===== src/rtl/pipeline_hazard_ctrl_if.sv =====
// Hazard controller bundle: stall/mispredict events in, per-stage
// write-enable/flush controls, redirect and performance counters out.
interface pipeline_hazard_ctrl_if #(
  parameter int unsigned ADDR_W = 32,
  parameter int unsigned CNT_W  = 32
);
  logic              IM_stall;
  logic              DM_stall;
  logic              MC_busy;
  logic              ID_load_use;
  logic              EX_mispredict;
  logic [ADDR_W-1:0] EX_redirect_pc;

  logic              PC_Write;
  logic              IF_ID_Reg_Write;
  logic              IF_Flush;
  logic              ID_EX_Reg_Write;
  logic              ID_Flush;
  logic              EX_MEM_Reg_Write;
  logic              MEM_WB_Reg_Write;
  logic              PC_redirect_valid;
  logic [ADDR_W-1:0] PC_redirect_target;
  logic [CNT_W-1:0]  stall_cycles;
  logic [CNT_W-1:0]  flush_count;
  logic              stall_timeout;

  modport master (
    output IM_stall, DM_stall, MC_busy, ID_load_use, EX_mispredict, EX_redirect_pc,
    input  PC_Write, IF_ID_Reg_Write, IF_Flush, ID_EX_Reg_Write, ID_Flush,
           EX_MEM_Reg_Write, MEM_WB_Reg_Write, PC_redirect_valid, PC_redirect_target,
           stall_cycles, flush_count, stall_timeout
  );

  modport slave (
    input  IM_stall, DM_stall, MC_busy, ID_load_use, EX_mispredict, EX_redirect_pc,
    output PC_Write, IF_ID_Reg_Write, IF_Flush, ID_EX_Reg_Write, ID_Flush,
           EX_MEM_Reg_Write, MEM_WB_Reg_Write, PC_redirect_valid, PC_redirect_target,
           stall_cycles, flush_count, stall_timeout
  );
endinterface


===== src/rtl/pipeline_hazard_ctrl.sv =====
// Central stall/flush sequencer for the 5-stage pipeline; defers a mispredict
// redirect that arrives during a freeze, and keeps stall counters and a watchdog.
module pipeline_hazard_ctrl #(
  parameter int unsigned ADDR_W    = 32,
  parameter int unsigned CNT_W     = 32,
  parameter int unsigned MAX_STALL = 1024
) (
  input  logic                   clk,
  input  logic                   rst,
  pipeline_hazard_ctrl_if.slave  bus
);

  localparam int unsigned FC_W = $clog2(MAX_STALL + 1);

  typedef enum logic {
    RUN,
    FLUSH_PEND
  } state_e;

  state_e            state_q, state_d;
  logic [ADDR_W-1:0] pend_target_q, pend_target_d;
  logic [FC_W-1:0]   freeze_cnt_q, freeze_cnt_d;
  logic [CNT_W-1:0]  stall_cycles_q, stall_cycles_d;
  logic [CNT_W-1:0]  flush_count_q, flush_count_d;
  logic              stall_timeout_q, stall_timeout_d;

  logic              freeze;
  logic              pc_write;
  logic              if_id_write;
  logic              if_flush;
  logic              id_ex_write;
  logic              id_flush;
  logic              ex_mem_write;
  logic              mem_wb_write;
  logic              redir_valid;
  logic [ADDR_W-1:0] redir_target;

  assign freeze = bus.IM_stall | bus.DM_stall | bus.MC_busy;

  // Next-state and control outputs; any freeze dominates every other event.
  always_comb begin
    state_d       = state_q;
    pend_target_d = pend_target_q;
    pc_write      = 1'b1;
    if_id_write   = 1'b1;
    if_flush      = 1'b0;
    id_ex_write   = 1'b1;
    id_flush      = 1'b0;
    ex_mem_write  = 1'b1;
    mem_wb_write  = 1'b1;
    redir_valid   = 1'b0;
    redir_target  = '0;

    if (!rst) begin
      unique case (state_q)
        RUN: begin
          if (freeze) begin
            pc_write     = 1'b0;
            if_id_write  = 1'b0;
            id_ex_write  = 1'b0;
            ex_mem_write = 1'b0;
            mem_wb_write = 1'b0;
            if (bus.EX_mispredict) begin
              pend_target_d = bus.EX_redirect_pc;
              state_d       = FLUSH_PEND;
            end
          end else if (bus.EX_mispredict) begin
            if_flush     = 1'b1;
            id_flush     = 1'b1;
            redir_valid  = 1'b1;
            redir_target = bus.EX_redirect_pc;
          end else if (bus.ID_load_use) begin
            pc_write    = 1'b0;
            if_id_write = 1'b0;
            id_flush    = 1'b1;
          end
        end
        FLUSH_PEND: begin
          if (freeze) begin
            pc_write     = 1'b0;
            if_id_write  = 1'b0;
            id_ex_write  = 1'b0;
            ex_mem_write = 1'b0;
            mem_wb_write = 1'b0;
          end else begin
            if_flush     = 1'b1;
            id_flush     = 1'b1;
            redir_valid  = 1'b1;
            redir_target = pend_target_q;
            state_d      = RUN;
          end
        end
        default: state_d = RUN;
      endcase
    end
  end

  // Performance counters and freeze watchdog.
  always_comb begin
    stall_cycles_d  = stall_cycles_q + (pc_write ? CNT_W'(0) : CNT_W'(1));
    flush_count_d   = flush_count_q + (redir_valid ? CNT_W'(1) : CNT_W'(0));
    freeze_cnt_d    = '0;
    stall_timeout_d = stall_timeout_q;
    if (freeze) begin
      freeze_cnt_d = (freeze_cnt_q == FC_W'(MAX_STALL)) ? freeze_cnt_q
                                                        : freeze_cnt_q + FC_W'(1);
      if (freeze_cnt_q >= FC_W'(MAX_STALL - 1)) begin
        stall_timeout_d = 1'b1;
      end
    end
  end

  always_ff @(posedge clk) begin
    if (rst) begin
      state_q         <= RUN;
      pend_target_q   <= '0;
      freeze_cnt_q    <= '0;
      stall_cycles_q  <= '0;
      flush_count_q   <= '0;
      stall_timeout_q <= 1'b0;
    end else begin
      state_q         <= state_d;
      pend_target_q   <= pend_target_d;
      freeze_cnt_q    <= freeze_cnt_d;
      stall_cycles_q  <= stall_cycles_d;
      flush_count_q   <= flush_count_d;
      stall_timeout_q <= stall_timeout_d;
    end
  end

  assign bus.PC_Write           = pc_write;
  assign bus.IF_ID_Reg_Write    = if_id_write;
  assign bus.IF_Flush           = if_flush;
  assign bus.ID_EX_Reg_Write    = id_ex_write;
  assign bus.ID_Flush           = id_flush;
  assign bus.EX_MEM_Reg_Write   = ex_mem_write;
  assign bus.MEM_WB_Reg_Write   = mem_wb_write;
  assign bus.PC_redirect_valid  = redir_valid;
  assign bus.PC_redirect_target = redir_target;
  assign bus.stall_cycles       = stall_cycles_q;
  assign bus.flush_count        = flush_count_q;
  assign bus.stall_timeout      = stall_timeout_q;

endmodule


===== src/flat_wrapper.sv =====
// flat-port wrapper written by rule: the top's interface ports become plain ports
module pipeline_hazard_ctrl_flat 
#(
  parameter int unsigned ADDR_W    = 32,
  parameter int unsigned CNT_W     = 32,
  parameter int unsigned MAX_STALL = 1024
)
  (clk, rst, bus_IM_stall, bus_DM_stall, bus_MC_busy, bus_ID_load_use, bus_EX_mispredict, bus_EX_redirect_pc, bus_PC_Write, bus_IF_ID_Reg_Write, bus_IF_Flush, bus_ID_EX_Reg_Write, bus_ID_Flush, bus_EX_MEM_Reg_Write, bus_MEM_WB_Reg_Write, bus_PC_redirect_valid, bus_PC_redirect_target, bus_stall_cycles, bus_flush_count, bus_stall_timeout);
  pipeline_hazard_ctrl_if #(.ADDR_W(ADDR_W), .CNT_W(CNT_W)) bus_i ();
  input  logic clk;
  input  logic rst;
  input wire logic [$bits(bus_i.IM_stall)-1:0] bus_IM_stall;
  input wire logic [$bits(bus_i.DM_stall)-1:0] bus_DM_stall;
  input wire logic [$bits(bus_i.MC_busy)-1:0] bus_MC_busy;
  input wire logic [$bits(bus_i.ID_load_use)-1:0] bus_ID_load_use;
  input wire logic [$bits(bus_i.EX_mispredict)-1:0] bus_EX_mispredict;
  input wire logic [$bits(bus_i.EX_redirect_pc)-1:0] bus_EX_redirect_pc;
  output wire logic [$bits(bus_i.PC_Write)-1:0] bus_PC_Write;
  output wire logic [$bits(bus_i.IF_ID_Reg_Write)-1:0] bus_IF_ID_Reg_Write;
  output wire logic [$bits(bus_i.IF_Flush)-1:0] bus_IF_Flush;
  output wire logic [$bits(bus_i.ID_EX_Reg_Write)-1:0] bus_ID_EX_Reg_Write;
  output wire logic [$bits(bus_i.ID_Flush)-1:0] bus_ID_Flush;
  output wire logic [$bits(bus_i.EX_MEM_Reg_Write)-1:0] bus_EX_MEM_Reg_Write;
  output wire logic [$bits(bus_i.MEM_WB_Reg_Write)-1:0] bus_MEM_WB_Reg_Write;
  output wire logic [$bits(bus_i.PC_redirect_valid)-1:0] bus_PC_redirect_valid;
  output wire logic [$bits(bus_i.PC_redirect_target)-1:0] bus_PC_redirect_target;
  output wire logic [$bits(bus_i.stall_cycles)-1:0] bus_stall_cycles;
  output wire logic [$bits(bus_i.flush_count)-1:0] bus_flush_count;
  output wire logic [$bits(bus_i.stall_timeout)-1:0] bus_stall_timeout;
  assign bus_i.IM_stall = bus_IM_stall;
  assign bus_i.DM_stall = bus_DM_stall;
  assign bus_i.MC_busy = bus_MC_busy;
  assign bus_i.ID_load_use = bus_ID_load_use;
  assign bus_i.EX_mispredict = bus_EX_mispredict;
  assign bus_i.EX_redirect_pc = bus_EX_redirect_pc;
  assign bus_PC_Write = bus_i.PC_Write;
  assign bus_IF_ID_Reg_Write = bus_i.IF_ID_Reg_Write;
  assign bus_IF_Flush = bus_i.IF_Flush;
  assign bus_ID_EX_Reg_Write = bus_i.ID_EX_Reg_Write;
  assign bus_ID_Flush = bus_i.ID_Flush;
  assign bus_EX_MEM_Reg_Write = bus_i.EX_MEM_Reg_Write;
  assign bus_MEM_WB_Reg_Write = bus_i.MEM_WB_Reg_Write;
  assign bus_PC_redirect_valid = bus_i.PC_redirect_valid;
  assign bus_PC_redirect_target = bus_i.PC_redirect_target;
  assign bus_stall_cycles = bus_i.stall_cycles;
  assign bus_flush_count = bus_i.flush_count;
  assign bus_stall_timeout = bus_i.stall_timeout;
  pipeline_hazard_ctrl #(.ADDR_W(ADDR_W), .CNT_W(CNT_W), .MAX_STALL(MAX_STALL)) u_core (.clk(clk), .rst(rst), .bus(bus_i));
endmodule

===== config.mk =====
export PLATFORM = sky130hd
export DESIGN_NAME = pipeline_hazard_ctrl_flat
export DESIGN_NICKNAME = d
export VERILOG_FILES = /design/src/rtl/pipeline_hazard_ctrl_if.sv /design/src/rtl/pipeline_hazard_ctrl.sv /design/src/flat_wrapper.sv
export SDC_FILE = /design/constraint.sdc
export NUM_CORES = 1
export LEC_CHECK = 0
export CAP_MARGIN = 10
export CELL_PAD_IN_SITES_DETAIL_PLACEMENT = 1
export CELL_PAD_IN_SITES_GLOBAL_PLACEMENT = 2
export CORE_UTILIZATION = 29
export CTS_BUF_LIST = sky130_fd_sc_hd__clkbuf_16
export DETAILED_ROUTE_END_ITERATION = 16
export PLACE_DENSITY = 0.89
export SLEW_MARGIN = 20
export SYNTH_ARGS = -nofsm -noshare
export SYNTH_HDL_FRONTEND = slang
export SYNTH_SLANG_ARGS = --single-unit

===== constraint.sdc =====
create_clock -name clk -period 4.2 [get_ports clk]
set_input_delay 0.63 -clock clk [delete_from_list [all_inputs] [get_ports clk]]
set_output_delay 0.63 -clock clk [all_outputs]
set_load 0.01 [all_outputs]

# --- After elaboration in Yosys (flattened, before gate mapping) ---
# Cells that the tools add are included.
classes:
  addsub: 3
  magnitude_cmp: 1
  eq_ne: 1
  mux: 26
  n_bitwise: 4
  n_reduce_logical: 3
op_table:
  columns: ["cell", "count"]
  rows:
  - ["2-to-1 mux 32 bit", 4]
  - ["adder 32 bit", 2]
  - ["one-hot mux 32 bit (2 select lines)", 1]
  - ["2-to-1 mux 1 bit", 17]
  - ["adder 11 x 1 -> 11 bit, second input constant", 1]
  - ["== test 11 bit, second input constant", 1]
  - [">= comparator 11 x 10 -> 1 bit, second input constant", 1]
  - ["one-hot mux 1 bit (2 select lines)", 4]
  - ["AND reduction 3 bit", 1]
  - ["NOT 1 bit", 2]
  - ["OR 1 bit", 2]
  - ["AND reduction 2 bit", 1]
  - ["OR reduction 2 bit", 1]
word_totals:
  output_inout_bits: 105
  reg_bits: 109
  wordCells: 44

# --- Depth between registers and ports, before layout ---
# Gate-level depths: netlist of the first run.
depth:
  depth_word: 7
  depth_mapped: 11

# --- Worst setup path before layout of the first run ---
# No wires, ideal clock.
synth_timing:
  kind: "input-to-reg"
  from: "input port bus_DM_stall"
  to: "register u_core.flush_count_q[29] (netlist: u_core.bus.flush_count[29])"
  setup_slack_ps: 988
  setup_ps: 70
  arrival_ps: 3142
  stages: 11
  t_required_ps: 4130
  n_path_buf: 3
  path_cell_list: "nor3_1 nand2b_1 clkbuf_1 clkbuf_1 nor2_1 ha_1 and4_1 clkbuf_1 nand4_1 or4_1 a21oi_1"
synth_via:
  elab_chain_cells: 7
  elab_cells_between_ends: 8
synth_rtl:
  columns: ["element", "line_no", "rtl"]
  rows:
  - ["start: declaration", "flat_wrapper.sv:13", "input wire logic [$bits(bus_i.DM_stall)-1:0] bus_DM_stall;"]
  - ["OR 1 bit (*) (2 in a row)", "pipeline_hazard_ctrl.sv:38", "assign freeze = bus.IM_stall | bus.DM_stall | bus.MC_busy;"]
  - ["2-to-1 mux 1 bit, on equally long branches", null, null]
  - ["one-hot mux 1 bit (2 select lines) (*)", null, null]
  - ["2-to-1 mux 1 bit (*)", null, null]
  - ["named net bus_IF_Flush", "flat_wrapper.sv:20", "output wire logic [$bits(bus_i.IF_Flush)-1:0] bus_IF_Flush;"]
  - ["2-to-1 mux 1 bit (*)", "pipeline_hazard_ctrl.sv:101", "flush_count_d = flush_count_q + (redir_valid ? CNT_W'(1) : CNT_W'(0));"]
  - ["adder 32 bit (*)", "pipeline_hazard_ctrl.sv:101", null]
  - ["end signal: assignment", "pipeline_hazard_ctrl.sv:126", "flush_count_q <= flush_count_d;"]
  - ["end: declaration", "pipeline_hazard_ctrl.sv:24", "logic [CNT_W-1:0] flush_count_q, flush_count_d;"]
# The timed path passes the listed nets; every way through them passes the cells marked *.
# A chain may end at the register's enable or synchronous reset.

# --- Final worst setup path of the first run ---
layout_timing:
  from: "input port bus_EX_mispredict"
  to: "register u_core.stall_cycles_q[24] (netlist: u_core.bus.stall_cycles[24])"
layout_via:
  elab_chain_cells: 6
layout_rtl:
  columns: ["element", "line_no", "rtl"]
  rows:
  - ["start: declaration", "flat_wrapper.sv:16", "input wire logic [$bits(bus_i.EX_mispredict)-1:0] bus_EX_mispredict;"]
  - ["2-to-1 mux 1 bit", "pipeline_hazard_ctrl.sv:67", "end else if (bus.EX_mispredict) begin"]
  - ["2-to-1 mux 1 bit", "pipeline_hazard_ctrl.sv:57", "if (freeze) begin"]
  - ["one-hot mux 1 bit (2 select lines)", "pipeline_hazard_ctrl.sv:55", "unique case (state_q)"]
  - ["2-to-1 mux 1 bit", "pipeline_hazard_ctrl.sv:54", "if (!rst) begin"]
  - ["2-to-1 mux 1 bit", "pipeline_hazard_ctrl.sv:100", "stall_cycles_d = stall_cycles_q + (pc_write ? CNT_W'(0) : CNT_W'(1));"]
  - ["adder 32 bit", "pipeline_hazard_ctrl.sv:100", null]
  - ["end signal: assignment", "pipeline_hazard_ctrl.sv:125", "stall_cycles_q <= stall_cycles_d;"]
  - ["end: declaration", "pipeline_hazard_ctrl.sv:23", "logic [CNT_W-1:0] stall_cycles_q, stall_cycles_d;"]
# Every way passes these cells.

==> impl_metrics.env, run 1 <==
export IMPL_max_stage_delay_ns=0.58
export IMPL_synth_top_cell_by_area="dfxtp_1"
export IMPL_grt_usage_pct=17.3
export IMPL_fp_dieW_um=137
export IMPL_hold_path_class="reg -> reg"
export IMPL_worstRegToRegCells=9
export IMPL_slew_viol_final=0
export IMPL_mostFrequentLayoutCells="clkdlybuf4s50_1, nand2_1, dfxtp_1"
export IMPL_fin_setup_tns_ns=0
export IMPL_worst_pin_slew_ns=0.760
export IMPL_via_count=5361
export IMPL_cp_top_family="simple AND/OR/NAND/NOR gates"
export IMPL_grt_max_degree=68
export IMPL_timing_critical_path_mode_cell="ha_1"
export IMPL_diodes=0
export IMPL_wire_per_inst_um=15.3
export IMPL_arrival_ns=3.45
export IMPL_layout_setup_ws_ns=0.994
export IMPL_ys_ff_latch=109
export IMPL_area_growth_syn_to_layout_pct=35.9
export IMPL_clock_fmax_mhz=312
export IMPL_hold_viol=0
export IMPL_final_common_cell="clkdlybuf4s50_1"
export IMPL_synthCells=706
export IMPL_yosysSeqAreaShare_pct=41.1
export IMPL_regToRegStartpoint="u_core.state_q"
export IMPL_dp_hpwl_mm=11.2
export IMPL_cts_buffer_depth=2
export IMPL_portBuffers=143
export IMPL_dp_slack_ns=0.615
export IMPL_fp_dieH_um=137
export IMPL_rows=49
export IMPL_post_cts_resized=0
export IMPL_drive_above_1_share_pct=4.61
export IMPL_ir_drop_v=0.000200
export IMPL_start_util_pct=29.6
export IMPL_ios=144
export IMPL_die_area_um2=18900
export IMPL_reg2reg_to="u_core.bus.stall_cycles[24]"
export IMPL_cts_sinks=109
export IMPL_drc=0
export IMPL_rsz0062_at_grt="no"
export IMPL_criticalPathCategory="in -> reg"
export IMPL_end_kind="register"
export IMPL_path_max_fanout=9
export IMPL_syn_avg_cell_area_um2=7.52
export IMPL_cp_slowest_cell="or4_1"
export IMPL_netlist_cell_type_count=41
export IMPL_synth_nets=751
export IMPL_r2r_slack_ns=1.47
export IMPL_start_kind="input pin"
export IMPL_cp_depth=10
export IMPL_first_iter_violations=249
export IMPL_setup_worst_path_start="bus_EX_mispredict"
export IMPL_syn_area_um2=5310
export IMPL_clk_pin_slew_ns=0.08
export IMPL_setup_violations=0
export IMPL_synth_area_leaders="dfxtp_1, a21oi_1, nand2_1"
export IMPL_gr_total_overflow=0
export IMPL_crit_required_ns=4.44
export IMPL_cp_cell_sequence="clkdlybuf4s50_1 > nor2_1 > nand2_1 > a21oi_1 > ha_1 > ha_1 > nand4_1 > or4_1 > nor4_1 > mux2_2"
export IMPL_period_share_pct=76.3
export IMPL_finClkSkew_ns=0.0128
export IMPL_coreArea_um2=18000
export IMPL_grt_pass1_wl_mm=26.0
export IMPL_critPathCapture="u_core.bus.stall_cycles[24]"
export IMPL_layout_min_cycle_time_ns=3.21
export IMPL_viasPerCell=5.09
export IMPL_cts_tree="yes"
export IMPL_outcome="completed"
export IMPL_fin_nets=864
export IMPL_fillers=2181
export IMPL_grt_antenna_before_repair=0
export IMPL_antenna_left=0
export IMPL_drv_cap=0
export IMPL_clockRootBuffer="clkbuf_16"
export IMPL_leakage_nw=2.42
export IMPL_gp_congestion=0.728
export IMPL_ys_warn_count=0
export IMPL_hold_buffers=0
export IMPL_cp_buffers_inverters=1
export IMPL_slew_headroom_pct=49.3
export IMPL_powerDensity_nw_per_um2=309
export IMPL_clock_latency_ns=0.35
export IMPL_cts_max_level=3
export IMPL_dr_pass1_iters=4
export IMPL_synth_top_cell_area_share_pct=41.1
export IMPL_grt_pass1_vias=5089
export IMPL_postCtsSetupRepairBufs=0
export IMPL_wl_mm=16.1
export IMPL_cts_made_buffers=9
how the worst min path moves through the flow:
stage	from	to	slack [ns]	cells after the start
floorplan	u_core.pend_target_q[0]	u_core.pend_target_q[0]	0.44	2
global placement	u_core.bus.stall_timeout	u_core.bus.stall_timeout	0.44	2
detailed placement	u_core.bus.stall_timeout	u_core.bus.stall_timeout	0.45	2
CTS	u_core.bus.stall_timeout	u_core.bus.stall_timeout	0.46	2
global route	u_core.bus.stall_timeout	u_core.bus.stall_timeout	0.47	2
finish	u_core.bus.stall_timeout	u_core.bus.stall_timeout	0.45	2
power by group:
group          total [mW]  switching [mW]  internal, mW
combinational       0.198           0.112        0.0853
sequential           1.07          0.0150          1.06
clock               0.960           0.425         0.536
registers in the layout, summed over array words and instances (netlist names):
name,count
u_core.bus.flush_count,32
u_core.bus.stall_cycles,32
u_core.bus.stall_timeout,1
u_core.freeze_cnt_q,11
u_core.pend_target_q,32
u_core.state_q,1
logic make-up after synthesis:
logic type / synth area share (%)
AOI/OAI and AO/OA: 14.6
xor gates and xnor gates: 5.11
adders and majority gates: 1.41
buffers and inverters: 4.36
DFF: 41.1
muxes: 0.612
and+or+nand+nor: 32.8
cell type report:
cell class	count	area, um2	area share [%]
inverters	9	33.8	0.468
repair buffers	150	1480	20.5
clock buffers	9	225	3.12
clock inverters	7	105	1.46
well taps	229	287	3.97
flip-flops and latches	109	2180	30.2
multi-input cells	540	2900	40.2
synthesized netlist by cell type:
cell      instances
nand2b_1          3
clkbuf_1         36
ha_1              6
a41o_1            1
dfxtp_1         109
or3_2             2
xnor2_1           8
or3b_2            1
nor2b_1           6
and4_1           13
nand4b_1          2
nor3b_1           1
and3_1            3
nand3b_1          1
nand4_1          22
mux2_2            2
nand4_2           3
inv_1             9
xor2_1           23
buf_2             2
o21bai_1          1
nor4b_1           1
a211oi_1          1
o31ai_1          20
or4_1            21
nand3_1          25
mux2i_1           1
nand2_1         119
nor4_1            6
o21ai_0          13
and2_2            1
o41ai_1           2
nor3_1            5
nor2_1          105
or3_1            14
a311oi_1          1
a21oi_1         102
or2_2             3
buf_1             6
buf_4             4
and2_1            2
routing by layer:
layer	global-route usage [%]	vias up	part of all wire, %
met5	0	-	0
met4	5.01	0	0.78
met1	22.5	2568	49
met2	29.3	95	47
met3	2.76	11	3.3
li1	-	2687	-
worst min-delay path, cell delays in order, from the launching register on:
cell	delay (ns)
dfxtp_1	0.31
inv_1	0.05
a21oi_1	0.05
through the flow:
step	std cells	power [mW]	area [um2]	hold WS (ns)	util, %
after floorplan	706	1.20	5310	0.437	-
after global placement	1037	1.29	6890	0.440	38.3
after detailed placement	1037	1.30	6890	0.448	38.3
after CTS	1053	2.26	7220	0.459	40.2
after global routing	1053	2.33	7220	0.466	40.2
final	1053	2.23	7220	0.452	40.2
Note: power is estimated with default switching activity, not from simulation.
==> run 2, diff against run 1 <==
CORE_UTILIZATION = 24   (was 29)
PLACE_DENSITY = 0.79   (was 0.89)
clock period = 2.9 ns   (was 4.2 ns; I/O delays follow)
==> impl_metrics.env, run 2 (synthesized netlist as in run 1, its figures left out) <==
export IMPL_drv_cap=0
export IMPL_rsz0062_at_grt="no"
export IMPL_ir_drop_v=0.000307
export IMPL_portBuffers=143
export IMPL_clock_latency_ns=0.35
export IMPL_fin_nets=889
export IMPL_cts_tree="yes"
export IMPL_cts_made_buffers=9
export IMPL_cts_buffer_depth=2
export IMPL_hold_buffers=0
export IMPL_first_iter_violations=139
export IMPL_end_kind="register"
export IMPL_slew_headroom_pct=42.9
export IMPL_area_growth_syn_to_layout_pct=41.9
export IMPL_final_common_cell="clkdlybuf4s50_1"
export IMPL_clock_fmax_mhz=354
export IMPL_wl_mm=17.0
export IMPL_antenna_left=0
export IMPL_hold_viol=0
export IMPL_drive_above_1_share_pct=8.95
export IMPL_gp_congestion=0.727
export IMPL_dr_pass1_iters=4
export IMPL_finish_utilization_pct=34.7
export IMPL_outcome="completed"
export IMPL_arrival_ns=3.10
export IMPL_final_area_um2=7540
export IMPL_layout_setup_ws_ns=0.0732
export IMPL_grt_pass1_vias=5313
export IMPL_slew_viol_final=0
export IMPL_ios=144
export IMPL_holdWs_ns=0.457
export IMPL_clockRootBuffer="clkbuf_16"
export IMPL_path_max_fanout=6
export IMPL_p_total_mw=3.15
export IMPL_gr_total_overflow=0
export IMPL_clk_pin_slew_ns=0.07
export IMPL_cts_sinks=109
export IMPL_viasPerCell=4.84
export IMPL_rows=54
export IMPL_fp_dieW_um=151
export IMPL_mostFrequentLayoutCells="clkdlybuf4s50_1, nand2_1, dfxtp_1"
export IMPL_fp_dieH_um=151
export IMPL_drc=0
export IMPL_coreArea_um2=21800
export IMPL_grt_antenna_before_repair=0
export IMPL_final_cells=1129
export IMPL_powerDensity_nw_per_um2=417
export IMPL_grt_max_degree=75
export IMPL_finClkSkew_ns=0.00721
export IMPL_diodes=0
export IMPL_hold_path_class="reg -> reg"
export IMPL_start_kind="input pin"
export IMPL_grt_usage_pct=14.9
export IMPL_fin_setup_tns_ns=0
export IMPL_wire_per_inst_um=15.0
export IMPL_via_count=5460
export IMPL_criticalPathCategory="in -> reg"
export IMPL_worst_pin_slew_ns=0.857
export IMPL_grt_pass1_wl_mm=27.2
export IMPL_crit_required_ns=3.18
export IMPL_setup_violations=0
export IMPL_dp_slack_ns=-0.549
export IMPL_die_area_um2=22700
export IMPL_cts_max_level=3
export IMPL_place_inst=1109
export IMPL_leakage_nw=2.55
export IMPL_start_util_pct=24.4
export IMPL_period_share_pct=97.5
export IMPL_dp_hpwl_mm=11.7
export IMPL_layout_min_cycle_time_ns=2.83
export IMPL_place_area_um2=7130
-- run 2: final cells by class --
cell class | instances | area, um2
clock buffer | 9 | 225
clock inverter | 7 | 73.8
fill | 2622 | 14200
inverter | 9 | 33.8
multi-input combinational | 541 | 3000
sequential | 109 | 2180
tap | 280 | 350
timing repair buffer | 174 | 1670
-- run 2: what timing repair did --
item,in CTS,in global routing
setup buffers,0,3
endpoints found under the setup margin,5,5
pin swaps,0,7
gates resized for setup,3,13
gates cloned,0,1
endpoints found under the hold margin,0,0
-- run 2: worst paths after layout --
kind	from	endpoint	slack, ns	cells after the start
min	u_core.bus.stall_timeout	u_core.bus.stall_timeout	0.46	2
max reg2reg	u_core.state_q	u_core.bus.stall_cycles[30]	0.26	9
max	bus_DM_stall	u_core.bus.stall_cycles[30]	0.07	10
min reg2reg	u_core.bus.stall_timeout	u_core.bus.stall_timeout	0.46	2
-- run 2: routing by layer --
metal | vias to the layer above | share of wire, % | global-route usage, %
li1 | 2740 | - | -
met1 | 2609 | 49 | 20.1
met2 | 94 | 46 | 23.9
met3 | 17 | 3.9 | 2.52
met4 | 0 | 1.5 | 5.15
met5 | - | 0 | 0
-- run 2: worst max-delay path, stage by stage --
cell             delay, ns
clkdlybuf4s50_1       0.48
nor3_2                0.06
buf_12                0.13
a21oi_4               0.19
ha_4                  0.18
ha_4                  0.13
nand4_1               0.17
or4_4                 0.65
or4_4                 0.53
a21oi_1               0.14
-- run 2: power breakdown --
group | total, mW | switching (mW) | internal, mW
logic | 0.301 | 0.167 | 0.134
clock network | 1.29 | 0.615 | 0.677
registers | 1.55 | 0.0241 | 1.53
total | 3.15 | 0.806 | 2.34
==> run 3, diff against run 2 <==
SLEW_MARGIN = 10   (was 20)
==> results of run 3 <==
No change in the layout: final DEF, timing and power equal those of run 2.
